### config.mk
export PLATFORM = sky130hd
export DESIGN_NAME = ula_issue_stage
export DESIGN_NICKNAME = d
export VERILOG_FILES = /design/src/rtl/ula_issue_stage.sv
export SDC_FILE = /design/constraint.sdc
export NUM_CORES = 1
export LEC_CHECK = 0
export CORE_ASPECT_RATIO = 1.1
export CORE_UTILIZATION = 35
export DETAILED_ROUTE_END_ITERATION = 10
export PLACE_DENSITY = 0.56
export SLEW_MARGIN = 0
export SYNTH_ARGS = -nofsm -noshare
export SYNTH_HDL_FRONTEND = slang
export SYNTH_SLANG_ARGS = --single-unit
### constraint.sdc
create_clock -name clk -period 4.15 [get_ports clk]
set_clock_uncertainty 0.05 [all_clocks]
set_input_delay 0.83 -clock clk [delete_from_list [all_inputs] [get_ports clk]]
set_output_delay 0.83 -clock clk [all_outputs]
set_load 0.02 [all_outputs]
### src/rtl/ula_issue_stage.sv
// Buffered issue/retire stage around an external combinational 32-bit ULA.
// Commands queue in a DEPTH-entry FIFO; the head feeds the ULA and its result is held in a one-entry output register.
module ula_issue_stage #(
  parameter int DEPTH = 4,
  parameter int TAGW  = 4
) (
  input  logic                   clk,
  input  logic                   reset_n,
  input  logic                   cmd_valid,
  output logic                   cmd_ready,
  input  logic [31:0]            cmd_a,
  input  logic [31:0]            cmd_b,
  input  logic [2:0]             cmd_f,
  input  logic [TAGW-1:0]        cmd_tag,
  output logic [31:0]            ula_a,
  output logic [31:0]            ula_b,
  output logic [2:0]             ula_f,
  input  logic [31:0]            ula_y,
  input  logic                   ula_zero,
  output logic                   res_valid,
  input  logic                   res_ready,
  output logic [31:0]            res_y,
  output logic                   res_zero,
  output logic [TAGW-1:0]        res_tag,
  input  logic                   flush,
  output logic [$clog2(DEPTH):0] count
);

  localparam int PW = $clog2(DEPTH);
  localparam logic [PW:0]   FULL_COUNT = (PW+1)'(DEPTH);
  localparam logic [PW:0]   CNT_ONE    = (PW+1)'(1);
  localparam logic [PW-1:0] PTR_ONE    = PW'(1);

  logic [31:0]     mem_a   [DEPTH];
  logic [31:0]     mem_b   [DEPTH];
  logic [2:0]      mem_f   [DEPTH];
  logic [TAGW-1:0] mem_tag [DEPTH];

  logic [PW-1:0] wr_ptr;
  logic [PW-1:0] rd_ptr;
  logic          not_empty;
  logic          push;
  logic          fire;

  // cmd_ready depends only on occupancy, so res_ready never reaches it combinationally.
  assign not_empty = (count != '0);
  assign cmd_ready = (count != FULL_COUNT);
  assign push      = cmd_valid & cmd_ready & ~flush;
  assign fire      = not_empty & (~res_valid | res_ready) & ~flush;

  assign ula_a = not_empty ? mem_a[rd_ptr] : 32'd0;
  assign ula_b = not_empty ? mem_b[rd_ptr] : 32'd0;
  assign ula_f = not_empty ? mem_f[rd_ptr] : 3'd0;

  always_ff @(posedge clk) begin
    if (push) begin
      mem_a[wr_ptr]   <= cmd_a;
      mem_b[wr_ptr]   <= cmd_b;
      mem_f[wr_ptr]   <= cmd_f;
      mem_tag[wr_ptr] <= cmd_tag;
    end
  end

  // Pointers wrap naturally because DEPTH is a power of two.
  always_ff @(posedge clk or negedge reset_n) begin
    if (!reset_n) begin
      wr_ptr <= '0;
      rd_ptr <= '0;
      count  <= '0;
    end else if (flush) begin
      wr_ptr <= '0;
      rd_ptr <= '0;
      count  <= '0;
    end else begin
      if (push) wr_ptr <= wr_ptr + PTR_ONE;
      if (fire) rd_ptr <= rd_ptr + PTR_ONE;
      case ({push, fire})
        2'b10:   count <= count + CNT_ONE;
        2'b01:   count <= count - CNT_ONE;
        default: count <= count;
      endcase
    end
  end

  always_ff @(posedge clk or negedge reset_n) begin
    if (!reset_n) begin
      res_valid <= 1'b0;
      res_y     <= 32'd0;
      res_zero  <= 1'b0;
      res_tag   <= '0;
    end else if (flush) begin
      res_valid <= 1'b0;
    end else if (fire) begin
      res_valid <= 1'b1;
      res_y     <= ula_y;
      res_zero  <= ula_zero;
      res_tag   <= mem_tag[rd_ptr];
    end else if (res_ready) begin
      res_valid <= 1'b0;
    end
  end

endmodule

* Word-level counts from Yosys, hierarchy flattened
Memory sizes are Yosys's and may differ from the RTL's. A register that Yosys moved wholly into a read port is not among the register bits.
Cells that the tools add are included.
** Operators by class
- Add/sub/neg operators :: 4
- Eq/ne operators :: 3
- Muxes and demuxes :: 14
- Bitwise operators :: 7
- Reduce and logical (&&, ||, !) cells :: 7
** Operators with widths (count)
- 32-bit 2-to-1 mux :: 2
- 3-bit nonzero test :: 3
- 2-bit 2-to-1 mux :: 4
- 3-bit 2-to-1 mux :: 2
- 3-bit one-hot mux with 2 select lines :: 1
- 1-bit 2-to-1 mux :: 5
- 2-bit by 1-bit adder with 2-bit output, second input constant :: 2
- 1-bit AND :: 4
- 2-bit nonzero test :: 2
- 3-bit by 1-bit adder with 3-bit output, second input constant :: 1
- 3-bit inequality test, second input constant :: 1
- 3-bit by 1-bit subtractor with 3-bit output, second input constant :: 1
- 2-bit by 1-bit equality test with 1-bit output, second input constant :: 1
- 2-bit equality test, second input constant :: 1
- 1-bit NOT :: 2
- 2-bit AND reduction :: 1
- 1-bit logical NOT :: 1
- 1-bit OR :: 1
** Storage, ports and cells
- Flip-flop bits (word level) :: 41
- Memory bits (writable) :: 284
- Input port bits :: 109
- Output and inout bits :: 109
- Word-level logic and storage cells :: 45
- Memories kept :: 4
** Memories
- mem_a :: depth 4, width 32, rd ports 1, clocked after Yosys merged registers in 0, write ports 1, line 34 : logic [31:0] mem_a [DEPTH];
- mem_b :: depth 4, width 32, rd ports 1, clocked after Yosys merged registers in 0, write ports 1, line 35 : logic [31:0] mem_b [DEPTH];
- mem_tag :: depth 4, width 4, rd ports 1, clocked after Yosys merged registers in 1, write ports 1, line 37 : logic [TAGW-1:0] mem_tag [DEPTH];
- mem_f :: depth 4, width 3, rd ports 1, clocked after Yosys merged registers in 0, write ports 1, line 36 : logic [2:0] mem_f [DEPTH];

* Logic depth before layout (Yosys ltp)
- Depth in word-level cells :: 7
- Mapped depth :: 8
- Gate-level depth less buffers :: 7

* Least setup slack after synthesis
OpenSTA, ideal clock, no wires.
- Kind :: in2reg
- Start point :: input cmd_valid
- End point :: memory mem_a[0][0] (enable)
- Setup time :: 0.437 ns
- Data arrival time :: 3.091 ns
- Required time :: 3.663 ns
- Path slack :: 0.572 ns
- Stages :: 4
- Buffers on the path :: 1
- Cell sequence :: buf_1 > nand2_1 > nor2_1 > and2_1
** On the way
- Word-level cells in the longest chain between the ends :: 4
** RTL lines
- from (decl) :: line 9 : input logic cmd_valid,
- 1-bit AND (2 in a row) :: line 48 : assign push = cmd_valid & cmd_ready & ~flush;
- 1-bit 2-to-1 mux :: line 56 : if (push) begin
- 1-bit 2-to-1 mux (not written as such) :: line 57 : mem_a[wr_ptr] <= cmd_a;
- to (decl) :: line 34
Every way passes these cells.

* Worst setup path after layout
- Start point :: register rd_ptr[0]
- End point :: output ula_a[22]
** On the way
- Word-level cells in the longest chain between the ends :: 2
** RTL lines
- from (decl) :: line 40 : logic [PW-1:0] rd_ptr;
- from (signal assigned) :: line 76 : if (fire) rd_ptr <= rd_ptr + PTR_ONE;
- memory read 4 x 32 bit
- 32-bit 2-to-1 mux :: line 51 : assign ula_a = not_empty ? mem_a[rd_ptr] : 32'd0;
- to (decl) :: line 15 : output logic [31:0] ula_a,
Every way passes these cells.

==> flow_summary.json <==
{
  "worstRegToRegCells": 8,
  "synth-simple-area-share": 0.0483,
  "drtIter0Drc": 340,
  "hold_viol_final": 0,
  "root_buffer": "clkbuf_16",
  "final_common_cell": "edfxtp_1",
  "grt_max_degree": 73,
  "cp_max_fo": 30,
  "std_cell_rows": 72,
  "cp-start-kind": "flop",
  "rsz0062_at_grt": "false",
  "cp_cell_sequence": "buf_4 > mux4_2 > nor2b_1 > clkdlybuf4s50_1",
  "ir_drop_uv": 320,
  "grt_overflow": 0,
  "r2r_slack_ns": 1.20,
  "power_density_nw_per_um2": 679,
  "core_area_um2": 35400,
  "cp_num_buf_inv": 2,
  "layout.nets": 947,
  "io_buffers": 217,
  "critPathCaptureType": "primary output",
  "synth_top_flop_cell": "edfxtp_1",
  "r2r-end": "count[2]",
  "status": "finished clean",
  "slowest_delay_ns": 0.87,
  "final_cell_mix": "284 x edfxtp_1, 216 x clkdlybuf4s50_1, 71 x mux4_2",
  "synth_xor_area_frac": 0.00208,
  "ant_nets": 0,
  "leakage_nw": 5.42,
  "cp_top_family": "buffers and inverters",
  "startpoint": "rd_ptr[0]",
  "syn_avg_cell_area_um2": 21.4,
  "crit_required_ns": 3.27,
  "max_clock_freq_mhz": 259,
  "max_slew_margin": 0.312,
  "syn-cell-area_um2": 12700,
  "whs_path_depth": 1,
  "start_util": 0.357,
  "drc": 0,
  "die_y_um": 201,
  "period_share": 0.931,
  "synth_top_family_by_area": "multiplexers",
  "clk_pin_slew_ns": 0.06,
  "post-route-min-period_ns": 3.86,
  "hold_path_class": "flop to flop",
  "syn2layout_area_growth_pct": 31.7,
  "drt-pass1-iter-count": 4,
  "top_layer_used": "met5",
  "seq_area_frac_synth": 0.763,
  "synthMuxAreaShare": 0.159,
  "track_usage": 0.143,
  "synthAdderAreaFrac": 0.00554,
  "die_w_um": 183,
  "clk_latency_ns": 0.51,
  "path_depth": 4,
  "cts_buffers": 36,
  "clock_path_buffers": 3,
  "cts.repair.resized": 0,
  "diodes": 0,
  "syn-instance-count": 590,
  "holdCritStartpoint": "res_y[29]",
  "worstReg2RegStart": "count[0]",
  "dr_wl_met3_mm": 2.21,
  "met1_length_mm": 11.1,
  "synth_fp_nets": 704,
  "worstMarginPinSlew_ns": 1.03,
  "holdPathEnd": "res_y[29]",
  "met2_length_mm": 12.2,
  "cts.sinks": 329,
  "synth_edf_count": 284,
  "finalSetupTns_ns": 0,
  "synth_warnings": 0,
  "gp_congestion": 0.668,
  "wl_mm": 26.0,
  "io_pins": 218,
  "post_drt_wl_per_cell_um": 19.4,
  "power_w": 0.0113,
  "die_area_um2": 36900,
  "grt_pass1_vias": 6708,
  "setup_ws_ns": 0.286,
  "dp.final_hpwl_mm": 15.3,
  "critPathKind": "flop to primary output",
  "cts_tree": "yes",
  "post_route_cells_drive_above_1_share": 0.205,
  "vias": 6307,
  "grt_pass1_wl_mm": 39.7,
  "post_cts_buffers": 0,
  "ys_types": 33,
  "async_flop_share": 0.137,
  "synth_seq_cells": 329,
  "synth_compound_area_frac": 0.00732,
  "dp_slack_ns": 0.765,
  "antenna_found_initial": 2,
  "max-cap-violations": 0,
  "viasPerCell": 4.71,
  "setup_viol": 0,
  "drv_slew": 0,
  "worst_path_max_delay_cell": "dfrtp_4",
  "cts_hold_repair.buffers": 0,
  "htree_levels": 2,
  "crit_arrival_ns": 2.98
}
==> worst max path at each step <==
stage,to,slack (ns)
finish,ula_a[22],0.29
global route,ula_a[22],0.08
CTS,ula_a[22],0.18
detailed placement,ula_a[16],0.76
global placement,ula_b[15],0.77
floorplan,mem_a[0][0],0.57
==> kinds of logic (layout without fill, tap and decap cells) <==
family                   Yosys count  in the layout
AO/OA/AOI/OAI                     14             14
XOR/XNOR                           3              3
adder cells (fa/ha/maj)            5              5
buffers and inverters             33            302
flip-flops                       329            329
multiplexers                     108            108
AND/OR/NAND/NOR                   98             98
==> cells in the mapped netlist, types with 2 or more instances <==
library cell | number | area [um^2]
edfxtp_1 | 284 | 8530
mux4_2 | 71 | 1600
nor2b_1 | 68 | 425
dfrtp_1 | 45 | 1130
mux2_2 | 29 | 327
clkbuf_1 | 15 | 56.3
mux2_1 | 8 | 90.1
buf_4 | 6 | 45.0
nor2_1 | 6 | 22.5
a21oi_1 | 5 | 25.0
nand2_1 | 5 | 18.8
and2_1 | 4 | 25.0
buf_2 | 4 | 20.0
buf_6 | 4 | 45.0
ha_1 | 4 | 50.1
nor3b_1 | 4 | 30.0
o21ai_0 | 4 | 20.0
inv_1 | 3 | 11.3
nand3_1 | 3 | 15.0
xnor2_1 | 3 | 26.3
nor3_4 | 2 | 32.5
or3_1 | 2 | 12.5
==> registers in the layout, indices dropped and copies added (netlist names) <==
register / cells
res_tag: 4
res_zero: 1
count: 3
mem_a: 128
wr_ptr: 2
mem_b: 128
res_valid: 1
mem_f: 12
mem_tag: 16
res_y: 32
rd_ptr: 2
==> metrics by stage <==
step | hold WS, ns | cells | utilization | instance area (um^2)
3_5_place_dp | 0.430 | 1276 | 0.439 | 15500
3_3_place_gp | 0.418 | 1276 | 0.439 | 15500
4_1_cts | 0.442 | 1340 | 0.471 | 16700
6_report | 0.435 | 1340 | 0.471 | 16700
5_1_grt | 0.456 | 1340 | 0.471 | 16700
2_1_floorplan | 0.484 | 590 | - | 12700
==> metal layers <==
metal  up-vias  global-route usage
met2       204               0.228
met3        37              0.0538
li1       2845                   -
met5         -                   0
met1      3217               0.183
met4         4              0.0393
==> cell type report <==
cell class                 instances  area, um^2
fill                            3013       18700
multi-input combinational        228        2830
sequential                       329        9660
tap                              481         602
inverter                           3        11.3
timing repair buffer             235        2440
clock buffer                      49         971
clock inverter                    15         154
==> power by group <==
| group | total, W | switching (W) | internal (W) |
|---|---|---|---|
| clock | 0.00306 | 0.00123 | 0.00183 |
| combinational | 0.00405 | 0.00198 | 0.00208 |
| sequential | 0.00420 | 0.000239 | 0.00397 |
| total | 0.0113 | 0.00345 | 0.00787 |
Power figures use the tool's default switching activity.
==> variant 1 (config.mk and constraints unchanged) <==
Make the reset (`reset_n`) synchronous in 2 clocked blocks.
--- a/src/rtl/ula_issue_stage.sv
+++ b/src/rtl/ula_issue_stage.sv
@@ -63,5 +63,5 @@
 
   // Pointers wrap naturally because DEPTH is a power of two.
-  always_ff @(posedge clk or negedge reset_n) begin
+  always_ff @(posedge clk) begin
     if (!reset_n) begin
       wr_ptr <= '0;
@@ -83,5 +83,5 @@
   end
 
-  always_ff @(posedge clk or negedge reset_n) begin
+  always_ff @(posedge clk) begin
     if (!reset_n) begin
       res_valid <= 1'b0;
Behaviour: differs if reset_n is asserted again (counterexample within 4 cycles, from zero or initial values and one cycle with reset_n low); with reset_n held inactive, the same outputs for 4 cycles.
==> variant 1 against the original RTL <==
The flow now finishes with violations (design-rule violations); sequential cell count up 2; register-to-register slack better by 0.27 ns; worst setup slack improved by 0.29 ns; via count grew 9.2%; design area shrank 0.29%; synthesized area increased by 1.1%; non-clock buffer count is 1 higher; wire length up 9.1%; utilization decreased by 1.0 points.
Power is not compared: it rests on default switching activity, and its combinational part moved more than twofold at a synthesized area within 25%.
==> variant 1: results (changes against the original RTL) <==
drt pass-1 iters=7 (+3); share of synthesized registers carrying an async set or reset=0% (-14 points); M1 GR Usage=18.46% (+0.21 points); status=finished, violations left; failing checks=design-rule violations; crit-path max cell delay=0.57 ns (-0.30 ns); first-pass GRT wire length=42.95 mm (+8.2%); FF-to-FF Start=count[0]; Reg2Reg Capture Point=count[2]; met3 usage=4.592% (-0.78 points); mux cell area share after synthesis=12.59% (-3.3 points); initial antenna violation count=2 (unchanged); vias in the first global route=7376 (+10%); post-place setup slack=0.8318 ns (+0.06720 ns); largest net degree at the start of global routing=65 (-11%); post-synth net total=794 (+13%); GR met2 Demand/Resource=26.53% (+3.7 points); Synth Area in XOR/XNOR=0.1370% (-0.071 points); CP max stage cell=mux4_2; worst-path fanout max=29 (-3.3%); slew of the pin with the lowest slew margin=0.6178 ns (-0.4146 ns); Placer Congestion=0.7100 (+6.3%); Area contributors post-synth=edfxtp_1 (67%), mux4_2 (13%), dfxtp_1 (7.4%); Compound-Gate Fraction of Synth Area=3.954% (+3.2 points); Placed Area=0.01554 mm^2 (about the same); share of layout cells above drive strength 1=15.80% (-4.7 points); Post-layout nets=1018 (+7.5%); WP data arrival=2.69 ns (-0.29 ns); Detailed Route Iter0 Violations=349 (+2.6%); DPL Wire Length=16.66 mm (+9.1%); Hold Path Sink=res_tag[2]; adder-cell share of the synthesized area=0.6459% (+0.092 points); most frequent cells after synthesis=edfxtp_1 (284), and2_1 (71), mux4_2 (71); via/cell ratio=4.877 (+3.6%); worst-case reg-to-reg path depth=9 (+1); DRT Wirelength=28.34 mm (+9.1%); Seq/Total Area, Yosys=74.07% (-2.2 points); min-delay src=res_tag[2]; Global Route Usage Sum=15.39% (+1.1 points); hold path depth=2 (+1); R2R Setup Slk=1.47 ns (+0.27 ns); DRC=4 (+4); synth unique cells=32 (-3.0%)
## variant 1: cells by family after synthesis
logic type,Yosys count
flops,331
simple gates,127
compound gates,81
mux,72
buf+inv,60
fa+ha+maj,6
xor+xnor,2
## variant 1: metal layers
metal / routed length (um) / part of all wire (%)
met4: 621 / 2.2
met5: 12 / 0.042
met3: 2033 / 7.2
met2: 14130 / 50
met1: 11540 / 41
## variant 1: worst register-to-register path, cell delays in order (launching register included)
cell and delay [ns]:
dfxtp_1 0.46, nor3_2 0.07, buf_4 0.27, nor3_1 0.47, ha_1 0.27, inv_1 0.06
fa_1 0.37, xor2_1 0.16, or3_1 0.30, a21oi_1 0.13
## variant 1: cell type report
| class | count | area (um^2) |
|---|---|---|
| Antenna cell | 1 | 2.502 |
| Clock buffer | 40 | 937.1 |
| Clock inverter | 19 | 136.4 |
| Fill cell | 3137 | 19460 |
| Inverter | 10 | 37.54 |
| Multi-Input combinational cell | 288 | 3015 |
| Sequential cell | 331 | 9477 |
| Tap cell | 487 | 609.3 |
| Timing Repair Buffer | 236 | 2402 |
## variant 1: how the worst max path moves through the flow
stage | cells past startpoint | slack, ns | end | startpoint
2_1_floorplan | 3 | 0.61 | mem_a[0][0] | flush
3_3_place_gp | 8 | 0.86 | count[2] | flush
3_5_place_dp | 8 | 0.83 | count[2] | flush
4_1_cts | 4 | 0.49 | ula_a[3] | register
5_1_grt | 4 | 0.40 | ula_b[23] | register
6_report | 4 | 0.58 | ula_b[23] | register
## variant 1: where the power goes
group          internal (mW)  switching (mW)  total [mW]  leakage (nW)
Combinational          0.227           0.223       0.450          1.69
Clock                   1.73            1.21        2.95         0.521
Sequential              3.67          0.0168        3.69          2.96
Total                   5.63            1.45        7.08          5.17
## variant 1: metrics by stage
| stage | instances | hold WS, ns |
|---|---|---|
| detailed placement | 1352 | 0.4024 |
| CTS | 1411 | 0.4106 |
| floorplan | 679 | 0.4337 |
| global placement | 1352 | 0.4027 |
| finish | 1412 | 0.4069 |
| global route | 1411 | 0.4483 |
==> variant 2 (same flow settings) <==
Made on the original files. The parameter `TAGW` goes from 4 to 2.
--- a/src/rtl/ula_issue_stage.sv
+++ b/src/rtl/ula_issue_stage.sv
@@ -3,5 +3,5 @@
 module ula_issue_stage #(
   parameter int DEPTH = 4,
-  parameter int TAGW  = 4
+  parameter int TAGW  = 2
 ) (
   input  logic                   clk,
Ports: changed (resized cmd_tag and res_tag); port bits go from 218 to 214. The function was not compared with the original's and may differ.
==> variant 2 against the original RTL <==
Power fell by 5.2%; worst hold slack got worse by 0.013 ns; sequential cell count fell by 10; synthesized area fell by 3.4%; worst setup slack improved by 0.17 ns; die area fell by 3.4%; design area fell by 3.6%; non-clock buffer count fell by 12; maximum frequency rose by 4.6%; sequential share of layout area rose by 0.34 points; critical endpoint is now ula_b[12]; wire length fell by 5.2%; largest cell class unchanged.
==> variant 2: results (changes against the original RTL) <==
hold slack=0.4227 ns (-0.01265 ns); GR met2 Demand/Resource=24.78% (+2.0 points); Synth Instances=562 (-4.7%); worst-case reg-to-reg path depth=5 (-3); wire per inst=19.63 um (+1.2%); mux cell area share after synthesis=16.11% (+0.18 points); synth unique cells=32 (-3.0%); met3 wire len=1.147 mm (-48%); status=finished clean; static leakage=5.291 nW (-2.5%); Reg2Reg Capture Point=mem_f[1][2]; R2R Setup Slk=1.68 ns (+0.48 ns); Seq/Total Area, Yosys=76.62% (+0.30 points); vias in the first global route=6663 (-0.67%); Placer Congestion=0.7064 (+5.8%); Hold/Removal Path Class=primary input to asynchronous set/reset pin; via/cell ratio=4.802 (+2.0%); largest net degree at the start of global routing=72 (-1.4%); first-pass GRT wire length=38.45 mm (-3.1%); crit-path max cell delay=0.93 ns (+0.06 ns); initial antenna violation count=0 (-2); Detailed Route Iter0 Violations=265 (-22%); wire length on met2=12.67 mm (+3.6%); Post-layout nets=905 (-4.4%); Port-buffer cells=213 (-1.8%); adder-cell share of the synthesized area=0.5733% (+0.019 points); top routing layer in use=met4; CP startpoint=count[0]; Synth Area in XOR/XNOR=0.3481% (+0.14 points); most frequent cells after synthesis=edfxtp_1 (276), and2_1 (72), mux4_2 (69); slew of the pin with the lowest slew margin=1.012 ns (-0.01995 ns); routed metal-1 wirelength=10.31 mm (-6.9%); Area contributors post-synth=edfxtp_1 (68%), mux4_2 (13%), dfrtp_1 (8.8%); met3 usage=2.722% (-2.7 points); post-synth net total=674 (-4.3%); placed insts=1195 (-6.3%); maximum vdd drop=402.9 uV (+26%); Placed Area=0.01494 mm^2 (-3.9%); Global Route Usage Sum=14.05% (-0.25 points); Vias=6027 (-4.4%)
variant 2: power by group through the flow:
| stage | logic (mW) | clock network [mW] | registers [mW] |
|---|---|---|---|
| after floorplan | 1.89 | 0 | 4.30 |
| after global placement | 3.70 | 0 | 4.11 |
| after detailed placement | 3.72 | 0 | 4.14 |
| after CTS | 3.74 | 3.12 | 4.07 |
| after global routing | 3.89 | 3.24 | 4.11 |
| final | 3.64 | 3.03 | 4.06 |
variant 2: cell type report:
type / count / area, um^2 / share of cell area [%]
sequential: 319 / 9371 / 58.32
multi-input combinational: 213 / 2735 / 17.02
timing repair buffer: 223 / 2277 / 14.17
clock buffer: 48 / 933.4 / 5.808
tap: 438 / 548.0 / 3.410
clock inverter: 12 / 197.7 / 1.230
inverter: 2 / 7.507 / 0.04671
variant 2: worst max-delay path, delay by kind of cell, from the launching register on:
kind / cells / cell delay, ns
buffers and inverters: 1 / 0.55
flip-flops: 1 / 0.47
AND/OR/NAND/NOR: 2 / 1.28
